### src/rtl/div_unit.sv
// Iterative signed restoring divider (one quotient bit per cycle) for the DIV instruction.
// Optional `DIV_EARLY_EXIT_EN` skips the iteration when |a| < |b|.
module div_unit #(
    parameter int WIDTH = 32
) (
    input  logic             clk,
    input  logic             reset,
    input  logic             DivCtrl,
    input  logic [WIDTH-1:0] a,
    input  logic [WIDTH-1:0] b,
    output logic [WIDTH-1:0] hi,
    output logic [WIDTH-1:0] lo,
    output logic             DivOut,
    output logic             divZero,
    output logic             busy
);
    localparam int CW = $clog2(WIDTH + 1);

    localparam logic [2:0] S_IDLE = 3'd0;
    localparam logic [2:0] S_RUN  = 3'd1;
    localparam logic [2:0] S_FIX  = 3'd2;
    localparam logic [2:0] S_DONE = 3'd3;
    localparam logic [2:0] S_ZERO = 3'd4;

    logic [2:0]       state_reg;
    logic             divctrl_reg;
    logic [WIDTH-1:0] q_reg;
    logic [WIDTH-1:0] rem_reg;
    logic [WIDTH-1:0] bmag_reg;
    logic [CW-1:0]    cnt_reg;
    logic             sa_reg;
    logic             sb_reg;

    logic             start;
    logic [WIDTH-1:0] amag;
    logic [WIDTH-1:0] bmag_in;
    logic [WIDTH:0]   rem_shift;
    logic [WIDTH:0]   rem_diff;
    logic             rem_ge;

    assign start   = DivCtrl && !divctrl_reg && (state_reg == S_IDLE);
    assign amag    = a[WIDTH-1] ? (~a + 1'b1) : a;
    assign bmag_in = b[WIDTH-1] ? (~b + 1'b1) : b;
    assign busy    = (state_reg != S_IDLE);

    // Partial remainder can reach 2*|b|-1, so the compare needs one extra bit;
    // a clear top bit of the difference means rem >= |b|.
    assign rem_shift = {rem_reg, q_reg[WIDTH-1]};
    assign rem_diff  = rem_shift - {1'b0, bmag_reg};
    assign rem_ge    = ~rem_diff[WIDTH];

    always_ff @(posedge clk or negedge reset) begin
        if (!reset) begin
            state_reg   <= S_IDLE;
            divctrl_reg <= 1'b0;
            q_reg       <= '0;
            rem_reg     <= '0;
            bmag_reg    <= '0;
            cnt_reg     <= '0;
            sa_reg      <= 1'b0;
            sb_reg      <= 1'b0;
            hi          <= '0;
            lo          <= '0;
            DivOut      <= 1'b0;
            divZero     <= 1'b0;
        end else begin
            divctrl_reg <= DivCtrl;
            case (state_reg)
                S_IDLE: begin
                    if (start) begin
                        if (b == '0) begin
                            divZero   <= 1'b1;
                            state_reg <= S_ZERO;
                        end else begin
                            sa_reg    <= a[WIDTH-1];
                            sb_reg    <= b[WIDTH-1];
                            bmag_reg  <= bmag_in;
                            rem_reg   <= '0;
                            q_reg     <= amag;
                            cnt_reg   <= CW'(WIDTH);
                            state_reg <= S_RUN;
`ifdef DIV_EARLY_EXIT_EN
                            if (amag < bmag_in) begin
                                q_reg     <= '0;
                                rem_reg   <= amag;
                                state_reg <= S_FIX;
                            end
`endif
                        end
                    end
                end
                S_RUN: begin
                    q_reg   <= {q_reg[WIDTH-2:0], rem_ge};
                    rem_reg <= rem_ge ? rem_diff[WIDTH-1:0] : rem_shift[WIDTH-1:0];
                    cnt_reg <= cnt_reg - 1'b1;
                    if (cnt_reg == CW'(1)) begin
                        state_reg <= S_FIX;
                    end
                end
                S_FIX: begin
                    // Quotient truncates toward zero; remainder follows the dividend's sign.
                    lo        <= (sa_reg ^ sb_reg) ? (~q_reg + 1'b1) : q_reg;
                    hi        <= sa_reg ? (~rem_reg + 1'b1) : rem_reg;
                    DivOut    <= 1'b1;
                    state_reg <= S_DONE;
                end
                S_DONE: begin
                    DivOut    <= 1'b0;
                    state_reg <= S_IDLE;
                end
                S_ZERO: begin
                    divZero   <= 1'b0;
                    state_reg <= S_IDLE;
                end
                default: begin
                    state_reg <= S_IDLE;
                end
            endcase
        end
    end
endmodule

### config.mk
export PLATFORM = sky130hd
export DESIGN_NAME = div_unit
export DESIGN_NICKNAME = d
export VERILOG_FILES = /design/src/rtl/div_unit.sv
export SDC_FILE = /design/constraint.sdc
export NUM_CORES = 1
export LEC_CHECK = 0
export ABC_AREA = 1
export BUFFER_PORTS_ARGS = -buffer_cell sky130_fd_sc_hd__buf_2
export CAP_MARGIN = 30
export CORE_MARGIN = 5
export CORE_UTILIZATION = 61
export DETAILED_ROUTE_END_ITERATION = 10
export HOLD_SLACK_MARGIN = 0.12
export PLACE_DENSITY = 0.91
export SYNTH_ARGS = -nofsm -noshare
export SYNTH_HDL_FRONTEND = slang
export SYNTH_SLANG_ARGS = --single-unit
### constraint.sdc
create_clock -name clk -period 2.5 [get_ports clk]
set_clock_uncertainty 0.05 [all_clocks]
set_input_delay 0.375 -clock clk [delete_from_list [all_inputs] [get_ports clk]]
set_output_delay 0.375 -clock clk [all_outputs]
set_load 0.02 [all_outputs]
; Yosys cells after proc, flatten, opt, wreduce, memory -nomap -nowiden
; Index checks and enable logic that the tools add are counted.
[totals]
register_bits = 174
in_bits = 67
out_inout_bits = 67
elab_cells = 69
[classes]
add_sub_neg = 6
eq_ne = 9
mux = 22
bitwise_logic = 7
n_reduce_logical = 13
[ops]
columns = op, n
row1 = 32-bit 2-to-1 mux, 9
row2 = 32-bit by 1-bit adder with 32-bit output (second input constant), 4
row3 = 32-bit inverter, 4
row4 = 32-bit one-hot mux with 2 select lines, 2
row5 = 33-bit by 32-bit subtractor with 33-bit output, 1
row6 = 32-bit logical NOT, 1
row7 = 6-bit 2-to-1 mux, 2
row8 = 6-bit one-hot mux with 2 select lines, 1
row9 = 3-bit 2-to-1 mux, 3
row10 = 3-bit one-hot mux with 3 select lines, 1
row11 = 3-bit AND reduction, 3
row12 = 3-bit by 2-bit == test with 1-bit output (second input constant), 2
row13 = 6-bit by 1-bit == test with 1-bit output (second input constant), 1
row14 = 2-bit inequality test (second input constant), 3
row15 = 2-bit nonzero test, 3
row16 = 6-bit by 1-bit subtractor with 6-bit output (second input constant), 1
row17 = 1-bit one-hot mux with 2 select lines, 2
row18 = 3-bit by 1-bit == test with 1-bit output (second input constant), 1
row19 = 3-bit == test (second input constant), 1
row20 = 3-bit logical NOT, 1
row21 = 3-bit nonzero test, 1
row22 = 1-bit logical AND, 2
row23 = 1-bit 2-to-1 mux, 2
row24 = 2-bit by 1-bit inequality test with 1-bit output (second input constant), 1
row25 = 4 further kinds, 5

; Depth between registers and ports, before layout
; Gate-level depths: netlist of run 1.
[depth]
depth_word = 6
ltp_mapped = 18
depth_no_buf = 17

; Least setup slack after synthesis of run 1
; No wires, ideal clock.
[synth_timing]
path_kind = reg-to-reg
from = reg q_reg[31]
to = reg rem_reg[15]
setup_ns = 0.118
arrival_ns = 2.090
t_required_ns = 2.332
slack_ns = 0.242
stages_incl_launch_ff = 19
path_buffers = 1
synth_period_minus_slack_ns = 2.258
path_cell_list = dfrtp_1 inv_1 ha_1 fa_1 inv_1 nand2_1 nand2_1 nand3_1 nand2_2 nand2_2 nand2_2 nand2_4 nand2_4 nand2_4 nand2_4 buf_8 nand2_1 nand3_1 nand2_1
[synth_between]
elab_chain_len = 3
[synth_rtl]
columns = element, line
row1 = "start, declared", 27  ; logic [WIDTH-1:0] q_reg;
row2 = "start signal, assigned", 79  ; q_reg <= amag;
row3 = "start signal, assigned", 93  ; q_reg <= {q_reg[WIDTH-2:0], rem_ge};
row4 = 33-bit by 32-bit subtractor with 33-bit output, 49  ; assign rem_diff = rem_shift - {1'b0, bmag_reg};
row5 = 32-bit 2-to-1 mux, 94  ; rem_reg <= rem_ge ? rem_diff[WIDTH-1:0] : rem_shift[WIDTH-1:0];
row6 = 32-bit one-hot mux with 2 select lines, 68  ; case (state_reg)
row7 = "end signal, assigned", 94
row8 = "end, declared", 28  ; logic [WIDTH-1:0] rem_reg;
; Every way passes these cells.
; A chain may end at the register's enable or synchronous reset.

; Worst setup path after layout of run 1
[layout_timing]
from = reg rem_reg[19]
to = reg rem_reg[11]
[layout_between]
elab_chain_len = 3
[layout_rtl]
columns = element, line
row1 = 33-bit by 32-bit subtractor with 33-bit output, 49
row2 = 32-bit 2-to-1 mux, 94
row3 = 32-bit one-hot mux with 2 select lines, 68
; Every way passes these cells.

==> results of run 1 <==
==> cell type report <==
| class | instances | area share |
|---|---|---|
| diodes | 1 | 0.000164 |
| multi-input cells | 1526 | 0.503 |
| flip-flops and latches | 174 | 0.285 |
| repair buffers | 191 | 0.0807 |
| well taps | 275 | 0.0225 |
| clock inverters | 12 | 0.0102 |
| repair inverters | 1 | 0.000328 |
| clock buffers | 19 | 0.0283 |
| inverters | 281 | 0.0696 |
==> cells in the final DEF (no fill, tap or decap), drive strengths merged, types with 3 or more instances in the layout <==
cell type / netlist / routed
or2: 9 / 9
o31ai: 5 / 5
nand4: 25 / 25
a21oi: 39 / 39
xnor2: 17 / 17
xor2: 68 / 68
nor3: 17 / 17
a21o: 5 / 5
o211ai: 18 / 18
inv: 279 / 283
a31oi: 3 / 3
clkinvlp: 0 / 5
nand2: 710 / 711
o21ai: 140 / 140
nand3b: 16 / 16
clkinv: 2 / 4
nand3: 210 / 210
buf: 35 / 188
dfrtp: 174 / 174
clkbuf: 21 / 20
nor2: 190 / 190
ha: 38 / 38
o22ai: 3 / 3
==> worst max-delay path by stage <==
stage | startpoint | slack [ps] | end
2_1_floorplan | q_reg[31]$_DFFE_PN0P_ | 240 | rem_reg[15]$_DFFE_PN0P_
3_3_place_gp | q_reg[31]$_DFFE_PN0P_ | 130 | rem_reg[4]$_DFFE_PN0P_
3_5_place_dp | q_reg[31]$_DFFE_PN0P_ | 60 | rem_reg[4]$_DFFE_PN0P_
4_1_cts | q_reg[31]$_DFFE_PN0P_ | 10 | rem_reg[11]$_DFFE_PN0P_
5_1_grt | rem_reg[16]$_DFFE_PN0P_ | -9 | rem_reg[11]$_DFFE_PN0P_
6_report | rem_reg[19]$_DFFE_PN0P_ | 60 | rem_reg[11]$_DFFE_PN0P_
==> routing by layer <==
layer | vias to the layer above | GRT usage | share of wire
met5 | - | 0 | 0
li1 | 6758 | - | -
met4 | 0 | 0.0914 | 0.029
met2 | 883 | 0.467 | 0.42
met1 | 6408 | 0.484 | 0.43
met3 | 126 | 0.0682 | 0.12
==> worst max-delay path: cells and delay by family, from the launching register on <==
family	cells	cell delay, ps
AOI/OAI and AO/OA	1	250
adders and majority gates	1	440
buffers and inverters	1	140
DFF	1	470
and+or+nand+nor	9	960
==> repair_timing <==
action	4_1_cts	5_1_grt
resized for setup	0	34
hold buffers	2	0
endpoints found under the setup margin	0	38
endpoints found under the hold margin	40	0
setup buffers	0	4
==> kinds of logic after synthesis <==
group                      count (synthesis)  share of synthesized area
AOI/OAI and AO/OA                        218                     0.0946
xor gates and xnor gates                  85                     0.0563
adders and majority gates                 39                     0.0375
buffers and inverters                    337                      0.102
DFF                                      174                      0.329
and+or+nand+nor                         1183                      0.380
==> power groups by stage <==
stage	clock network (W)	registers, W	logic, W
floorplan	0	0.00575	0.0105
global placement	0	0.00531	0.0147
detailed placement	0	0.00537	0.0152
CTS	0.00277	0.00534	0.0154
global route	0.00290	0.00557	0.0182
finish	0.00278	0.00547	0.0165
==> through the flow <==
stage	util	total power (W)	setup slack [ps]	hold WS, ps
after floorplan	-	0.0162	242	29.4
after global placement	0.681	0.0200	127	280
after detailed placement	0.681	0.0206	62.3	290
after CTS	0.710	0.0235	10.2	182
after global routing	0.722	0.0267	-8.80	198
final	0.722	0.0247	57.7	187
==> impl_results.md, run 1 <==
- Outcome: completed
- Synth Instances: 2036
- Combinational power share: 0.666
- CORE AREA: between 20000 and 25000 sq um
- Largest net degree at the start of global routing: 56
- WP data arrival: ~2700 ps
- Worst reg-to-reg path cell count: 12
- P_int: between 0.01 and 0.015 W
- Synth-to-Final Area Change: 15.6%
- Number of cell rows: 53
- Clk pwr share: 0.112
- Final period util: 0.977
- Via count: 14.2k
- Setup TNS: 0 ps
- Multi-input gate area: roughly 7700 sq um
- GRT overflow: 0
- Slew margin rel.: 0.490
- Sequential area share after synthesis: 0.329
- CP Capture Type: register
- Clock root buffer: clkbuf_16
- Total track usage: 0.321
- Synth unique cells: 53
- Hold Crit Class: in -> reg
- R2R Path Start: rem_reg[19]$_DFFE_PN0P_
- Main synth FF type: dfrtp_1
- Yosys top cell area share: 0.329
- Proportion of layout cells with a drive suffix above 1: 0.136
- Hold path endpoint: bmag_reg[29]$_DFFE_PN0P_
- Inst Count DP: between 2k and 2.5k
- Fraction of power spent switching nets: 0.537
- Worst-path clk slew: 70 ps
- Slowest CP cell: dfrtp_1
- Tmin final: about 2400 ps
- Number of synthesized flops with an enable pin: 0
- Reg power frac: 0.221
- Crit-path most repeated cell: nand2_1
- Yosys top cell by area: dfrtp_1
- Synthesized area: around 13000 sq um
- Number of I/O port buffers: between 100 and 150
- Synth Net Count: ~2.1k
- Fmax achieved: slightly above 400 MHz
- Top Ports: approximately 130
- Hold Vio Cnt, Final: 0
- Final setup fails: 0
- Max Cap Viol: 0
- Antenna-violating nets left: 0
- Reg-to-reg slack, setup: about 58 ps
- P per Cell Area: around 1600 nW/um^2
- Post-Place Cell Area: approximately 14000 sq um
- Synth warn: 0
- Die area: about 25000 sq um
- Drt total wl: between 40000 and 50000 microns
- DR WL/cell: approximately 16 microns
- Area contributors post-synth: dfrtp_1, nand2_1, nand3_1, inv_1, nor2_1
- Worst Setup Start Kind: register
- Vias in the first global route: roughly 13k
- CTS Buf Count: 17
- Crit-path max cell delay: ~470 ps
- Worst hold path depth: 4
- CTS tree: yes
- 1st-pass router iterations: 6
- Maximum clock insertion buffer count: 2
- CP Class: reg -> reg
- Min-Delay Startpoint: b[29]
- Worst-Skew Late Latency: 440 ps
- Clock Sinks: about 170
- Synth Area per Inst: between 6 and 7 sq um
- Die Wd: approximately 160 microns
- R2r endpoint: rem_reg[11]$_DFFE_PN0P_
- Design area: between 15000 and 20000 sq um
- Global-route wire length before repair: about 64000 microns
- Worst path cell trace: ha_1, nand2_1, nor2_1, nand2_1, nand2_2, a21oi_4, buf_6, nand3_4, nand2_8, nand2_1, nand3_2, nand2_1
- Slew Limit Fails: 0
- Top-count cell post-synth: nand2_1
- Worst Tran Pin Value: 765 ps
- Crit path required time: approximately 2800 ps
- Async SR Flop Fraction: 1.00
- Leak: around 8.2 nW
- Max H-tree Level: 4
- Seq cells post-synth: 174
- Starting Density: 0.625
- DRC violation count after routing: 0
- Fin cells: ~2.5k
- Setup repair after global routing missed its margin: yes
- Via density: 5.72
- Post-detail-place hpwl: 30600 microns
- GPL Wtd Cong: about 1.0
- Reg area: roughly 4400 sq um
- Die Ht: between 150 and 200 microns
- Sw Pwr: around 0.013 W
- DR iter-0 viols: roughly 1.9k
- Crit path max fanout: 16
- Initial antenna violation count: 0
- Nets: 2298
- Fill cells: ~1.7k
- Peak VDD IR: just over 0.0007 V
- Post-synth top cells: nand2_1, inv_1, nand3_1
Power figures use the tool's default switching activity.
==> run 2, diff against run 1 <==
--- a/config.mk
+++ b/config.mk
@@ -8,11 +8,11 @@
 export ABC_AREA = 1
 export BUFFER_PORTS_ARGS = -buffer_cell sky130_fd_sc_hd__buf_2
 export CAP_MARGIN = 30
-export CORE_MARGIN = 5
+export CORE_MARGIN = 3
 export CORE_UTILIZATION = 61
 export DETAILED_ROUTE_END_ITERATION = 10
 export HOLD_SLACK_MARGIN = 0.12
-export PLACE_DENSITY = 0.91
+export PLACE_DENSITY = 0.88
 export SYNTH_ARGS = -nofsm -noshare
 export SYNTH_HDL_FRONTEND = slang
 export SYNTH_SLANG_ARGS = --single-unit
==> run 2 against run 1 <==
Compared with the run above:
- die area fell by 5.0%
- critical endpoint is now rem_reg[15]$_DFFE_PN0P_
- critical path depth is 2 higher
- largest cell class unchanged
- critical path type unchanged
- largest power group unchanged
- sequential power barely moved
- global-route usage is 0.32 points lower
- utilization is 0.46 points lower
- hold slack got worse by 22 ps
==> impl_results.md, run 2 (same netlist as run 1, synthesis figures left out) <==
- Outcome: completed
- Crit path required time: about 2800 ps
- CP Capture Type: register
- CTS tree: yes
- Die area: 23500 sq um
- Clock Sinks: around 170
- DR iter-0 viols: approximately 1.5k
- Pre-CTS setup slack: between 50 and 60 ps
- Leak: 8.19 nW
- DRT met1 WL: between 15000 and 20000 microns
- Via count: ~14k
- Initial antenna violation count: 0
- Slew margin rel.: 0.491
- CORE AREA: 21200 sq um
- Synth-to-Final Area Change: 14.8%
- GPL Wtd Cong: approximately 0.99
- Antenna-violating nets left: 0
- DR WL/cell: ~15 microns
- Starting Density: 0.625
- GRT overflow: 0
- Hold Crit Class: in -> reg
- Worst-Skew Late Latency: approximately 440 ps
- Design area: roughly 15000 sq um
- Setup crit start: rem_reg[18]$_DFFE_PN0P_
- Met2 routed WL: between 15000 and 20000 microns
- Vias in the first global route: approximately 12k
- Max H-tree Level: 4
- Post-detail-place hpwl: between 20000 and 30000 microns
- Worst Tran Pin Value: between 700 and 800 ps
- Crit path max fanout: 16
- CP Class: reg -> reg
- Slew Limit Fails: 0
- Min-Delay Startpoint: a[30]
- Worst Setup Start Kind: register
- Max Cap Viol: 0
- Top Ports: approximately 130
- Worst-path clk slew: around 80 ps
- DRC violation count after routing: 0
- CTS Buf Count: 17
- Die Wd: 153 microns
- Proportion of layout cells with a drive suffix above 1: 0.136
- Peak VDD IR: around 0.00085 V
- WP data arrival: between 2000 and 3000 ps
- Via density: approximately 5.5
- Tmin final: ~2400 ps
- Final setup fails: 0
- Slack of the critical path: 100 ps
- Clock root buffer: clkbuf_16
- Commonest non-fill, non-tap cell in the layout: nand2_1
- Nets: 2294
- R2R Path Start: rem_reg[18]$_DFFE_PN0P_
- Maximum clock insertion buffer count: 2
- Number of I/O port buffers: 133
- Hold Vio Cnt, Final: 0
- Final period util: 0.960
- Largest net degree at the start of global routing: 51
- Fill cells: approximately 1.8k
- Total track usage: 0.318
- Number of cell rows: 53
- DR WL met3: approximately 4000 microns
- N_diodes: 0
- Drt total wl: approximately 38000 microns
- 1st-pass router iterations: 6
- Commonest non-fill, non-tap cells in the layout: nand2_1, inv_1, nand3_1
- Die Ht: 153 microns
- P per Cell Area: ~1600 nW/um^2
- Post-Place Cell Area: ~14000 sq um
- Fmax achieved: around 420 MHz
- DR top layer: met4
- Global-route wire length before repair: approximately 61000 microns
## run 2: area by class of cell
cell class | instances | area, sq um | area share
flip-flops and latches | 174 | 4360 | 0.287
inverters | 281 | 1060 | 0.0698
multi-input cells | 1525 | 7670 | 0.506
well taps | 275 | 344 | 0.0227
repair buffers | 189 | 1160 | 0.0766
clock inverters | 13 | 139 | 0.00915
clock buffers | 19 | 443 | 0.0292
## run 2: report_power, final
group          total [W]  internal [W]  switching (W)
Clock            0.00268       0.00136        0.00132
Combinational     0.0160       0.00563         0.0104
Sequential       0.00547       0.00420        0.00126
Total             0.0241        0.0112         0.0129
## run 2: worst max-delay path: stages (launching register included)
cell	delay (ps)
dfrtp_1	450
ha_2	360
nand2_2	120
inv_1	40
nand2_1	70
nand2_1	70
nand2_1	70
nand2_1	110
a21oi_4	290
nand2_4	110
nand2_4	120
buf_8	160
nand3_1	100
nand3_1	120
nand2_1	60
## run 2: what timing repair did
item / in CTS / in global routing
setup buffers: 0 / 2
hold endpoints to repair: 121 / 0
hold buffers: 2 / 0
resized for setup: 0 / 34
endpoints found under the setup margin: 0 / 33
## run 2: worst paths after layout
check / end / slack [ps] / cells after the start
max in group asynchronous: rem_reg[10]$_DFFE_PN0P_ / 1390 / 3
min in group asynchronous: lo[9]$_DFFE_PN0P_ / 320 / 2
setup / recovery: rem_reg[15]$_DFFE_PN0P_ / 100 / 14
setup reg to reg: rem_reg[15]$_DFFE_PN0P_ / 100 / 14
hold reg to reg: hi[30]$_DFFE_PN0P_ / 430 / 2
hold / removal: q_reg[30]$_DFFE_PN0P_ / 160 / 3
## run 2: layer usage
metal / global-route usage / vias to the layer above
met5: 0 / -
met4: 0.0721 / 0
met3: 0.0631 / 54
met2: 0.471 / 652
met1: 0.482 / 6253
li1: - / 6741
## run 2: per-stage QoR
stage / total power (W) / hold slack [ps] / utilization / TNS, ps / instances
after floorplan: 0.0162 / 29.4 / - / 0 / 2036
after global placement: 0.0201 / 217 / 0.680 / 0 / 2440
after detailed placement: 0.0205 / 220 / 0.680 / 0 / 2440
after CTS: 0.0233 / 157 / 0.708 / 0 / 2474
after global routing: 0.0262 / 183 / 0.718 / -67.3 / 2476
final: 0.0241 / 165 / 0.718 / 0 / 2476
==> run 3, diff against run 2 <==
--- a/config.mk
+++ b/config.mk
@@ -9,10 +9,10 @@
 export BUFFER_PORTS_ARGS = -buffer_cell sky130_fd_sc_hd__buf_2
 export CAP_MARGIN = 30
 export CORE_MARGIN = 3
-export CORE_UTILIZATION = 61
+export CORE_UTILIZATION = 65
 export DETAILED_ROUTE_END_ITERATION = 10
 export HOLD_SLACK_MARGIN = 0.12
-export PLACE_DENSITY = 0.88
+export PLACE_DENSITY = 0.93
 export SYNTH_ARGS = -nofsm -noshare
 export SYNTH_HDL_FRONTEND = slang
 export SYNTH_SLANG_ARGS = --single-unit
==> constraint.sdc (replaced) <==
create_clock -name clk -period 2.8 [get_ports clk]
set_clock_uncertainty 0.05 [all_clocks]
set_input_delay 0.42 -clock clk [delete_from_list [all_inputs] [get_ports clk]]
set_output_delay 0.42 -clock clk [all_outputs]
set_load 0.02 [all_outputs]
==> run 3 against run 2 <==
Compared with the run above:
- cell area fell by 2.9%
- count of clock-buffer cells in the layout fell by 1
- flip-flop and latch count did not move
- clock power fell by 9.7%
- hold slack improved by 68 ps
- power fell by 14%
- sequential share of layout area rose by 0.82 points
- critical path type unchanged
- register-to-register slack improved by 90 ps
- largest power group unchanged
- non-clock buffer count fell by 32
- die area fell by 5.9%
- highest routed layer unchanged
- largest cell class unchanged
- via count fell by 0.45%
- cell count fell by 1.7%
==> impl_results.md, run 3 (same netlist as run 1, synthesis figures left out) <==
- Outcome: completed
- R2R Path Start: q_reg[31]$_DFFE_PN0P_
- Slew Limit Fails: 0
- CTS Buf Count: 17
- CP Class: reg -> reg
- Slack of the critical path: 193 ps
- Hold Vio Cnt, Final: 0
- Tot Pwr: approximately 0.021 W
- CORE AREA: roughly 20000 sq um
- WP data arrival: 2870 ps
- Setup repair after global routing missed its margin: no
- Tmin final: around 2600 ps
- Final setup fails: 0
- Commonest non-fill, non-tap cell in the layout: nand2_1
- Proportion of layout cells with a drive suffix above 1: 0.111
- Initial antenna violation count: 0
- Worst-Skew Late Latency: ~440 ps
- Setup TNS: 0 ps
- Hold Crit Class: in -> reg
- Clock Sinks: about 170
- 1st-pass router iterations: 7
- DR WL/cell: approximately 15 microns
- GRT overflow: 0
- Post-detail-place hpwl: ~29000 microns
- Clock root buffer: clkbuf_16
- Commonest non-fill, non-tap cells in the layout: nand2_1, inv_1, nand3_1
- Crit path required time: between 3000 and 4000 ps
- Max H-tree Level: 4
- Worst Tran Pin Value: ~820 ps
- Reg-to-reg slack, setup: a little under 200 ps
- CP Capture Type: register
- P per Cell Area: roughly 1400 nW/um^2
- Drt total wl: approximately 37000 microns
- CTS tree: yes
- Die Wd: 149 microns
- Nets: around 2.3k
- Starting Density: 0.670
- Number of I/O port buffers: roughly 130
- Antenna-violating nets left: 0
- Final period util: 0.931
- Number of cell rows: 51
- Top Ports: 134
- Peak VDD IR: 0.000979 V
- Slew margin rel.: 0.455
- DR iter-0 viols: between 1k and 1.5k
- Pre-CTS setup slack: 245 ps
- Worst Setup Start Kind: register
- N_diodes: 0
- Largest net degree at the start of global routing: 77
- Die Ht: 149 microns
- GPL Wtd Cong: ~1
- Global-route wire length before repair: around 60000 microns
- Die area: between 20000 and 25000 sq um
- R2r endpoint: rem_reg[9]$_DFFE_PN0P_
- Setup crit end: rem_reg[9]$_DFFE_PN0P_
- Synth-to-Final Area Change: 11.5%
- Total track usage: 0.336
- DRC violation count after routing: 0
- Crit path max fanout: 18
- Via count: ~14k
- Setup crit start: q_reg[31]$_DFFE_PN0P_
- Vias in the first global route: between 10k and 15k
- Design area: 14700 sq um
- Maximum clock insertion buffer count: 2
- Leak: around 8 nW
- Post-Place Cell Area: ~14000 sq um
- Via density: between 5 and 6
- Max Cap Viol: 0
- Worst reg-to-reg path cell count: 17
- Fmax achieved: around 380 MHz
- Worst-path clk slew: ~70 ps
==> run 3: cell types whose count changed in the layout (fill, tap and decap cells not counted), moves of 3 or more <==
cell        change
clkinv_4        -4
dfrtp_2         -3
clkinvlp_4      +3
nand2_2         -3
ha_2            -5
ha_1           +12
buf_4          -28
nand2_1         +3
nand3_1         +3
dfrtp_1         +3
ha_4            -7
==> run 3: cell type report <==
cell class,instances,area (sq um)
fill,1620,4970
inverter,281,1060
timing repair buffer,157,895
clock inverter,13,153
sequential,174,4350
multi-input combinational,1525,7520
tap,265,332
clock buffer,18,429
==> run 3: repair_timing <==
item,in CTS,in global routing
hold buffers,2,0
setup endpoints to repair,0,1
endpoints found under the hold margin,47,0
resized for setup,0,1
setup buffers,0,0
==> run 3: power by group <==
group / switching, W / internal [W]
logic: 0.00887 / 0.00445
clock network: 0.00109 / 0.00133
registers: 0.00120 / 0.00375
==> run 3: worst max-delay path, stage by stage, from the launching register on <==
cell	delay, ps
dfrtp_1	350
inv_1	90
ha_1	230
fa_1	390
inv_1	110
nand2_1	80
nand2_1	100
nand3_1	90
nand2_2	110
nand2_2	60
nand2_2	80
nand2_4	80
nand2_4	90
nand2_4	130
nand2_4	210
nand2_1	90
nand3_1	70
nand2_1	60
==> run 3: how the worst min path moves through the flow <==
stage	start	end	slack (ps)	cells after the start
floorplan	reset	DivOut$_DFFE_PN0P_	70	0
global placement	reset	lo[9]$_DFFE_PN0P_	330	1
detailed placement	reset	lo[15]$_DFFE_PN0P_	340	1
CTS	a[30]	q_reg[30]$_DFFE_PN0P_	220	3
global route	a[30]	q_reg[30]$_DFFE_PN0P_	240	3
finish	a[30]	q_reg[30]$_DFFE_PN0P_	230	3
==> run 3: per-layer routing <==
| layer | share of wire | GRT usage | up-vias |
|---|---|---|---|
| met2 | 0.43 | 0.501 | 645 |
| met1 | 0.45 | 0.523 | 6247 |
| met3 | 0.10 | 0.0396 | 59 |
| li1 | - | - | 6687 |
| met4 | 0.018 | 0.0831 | 0 |
| met5 | 0 | 0 | - |
==> run 3: stage by stage <==
stage | hold slack, ps | std cells | utilization
after detailed placement | 341 | 2400 | 0.717
after CTS | 217 | 2433 | 0.747
after global routing | 242 | 2433 | 0.748
final | 233 | 2433 | 0.748
after global placement | 330 | 2400 | 0.717
after floorplan | 74.4 | 2036 | -
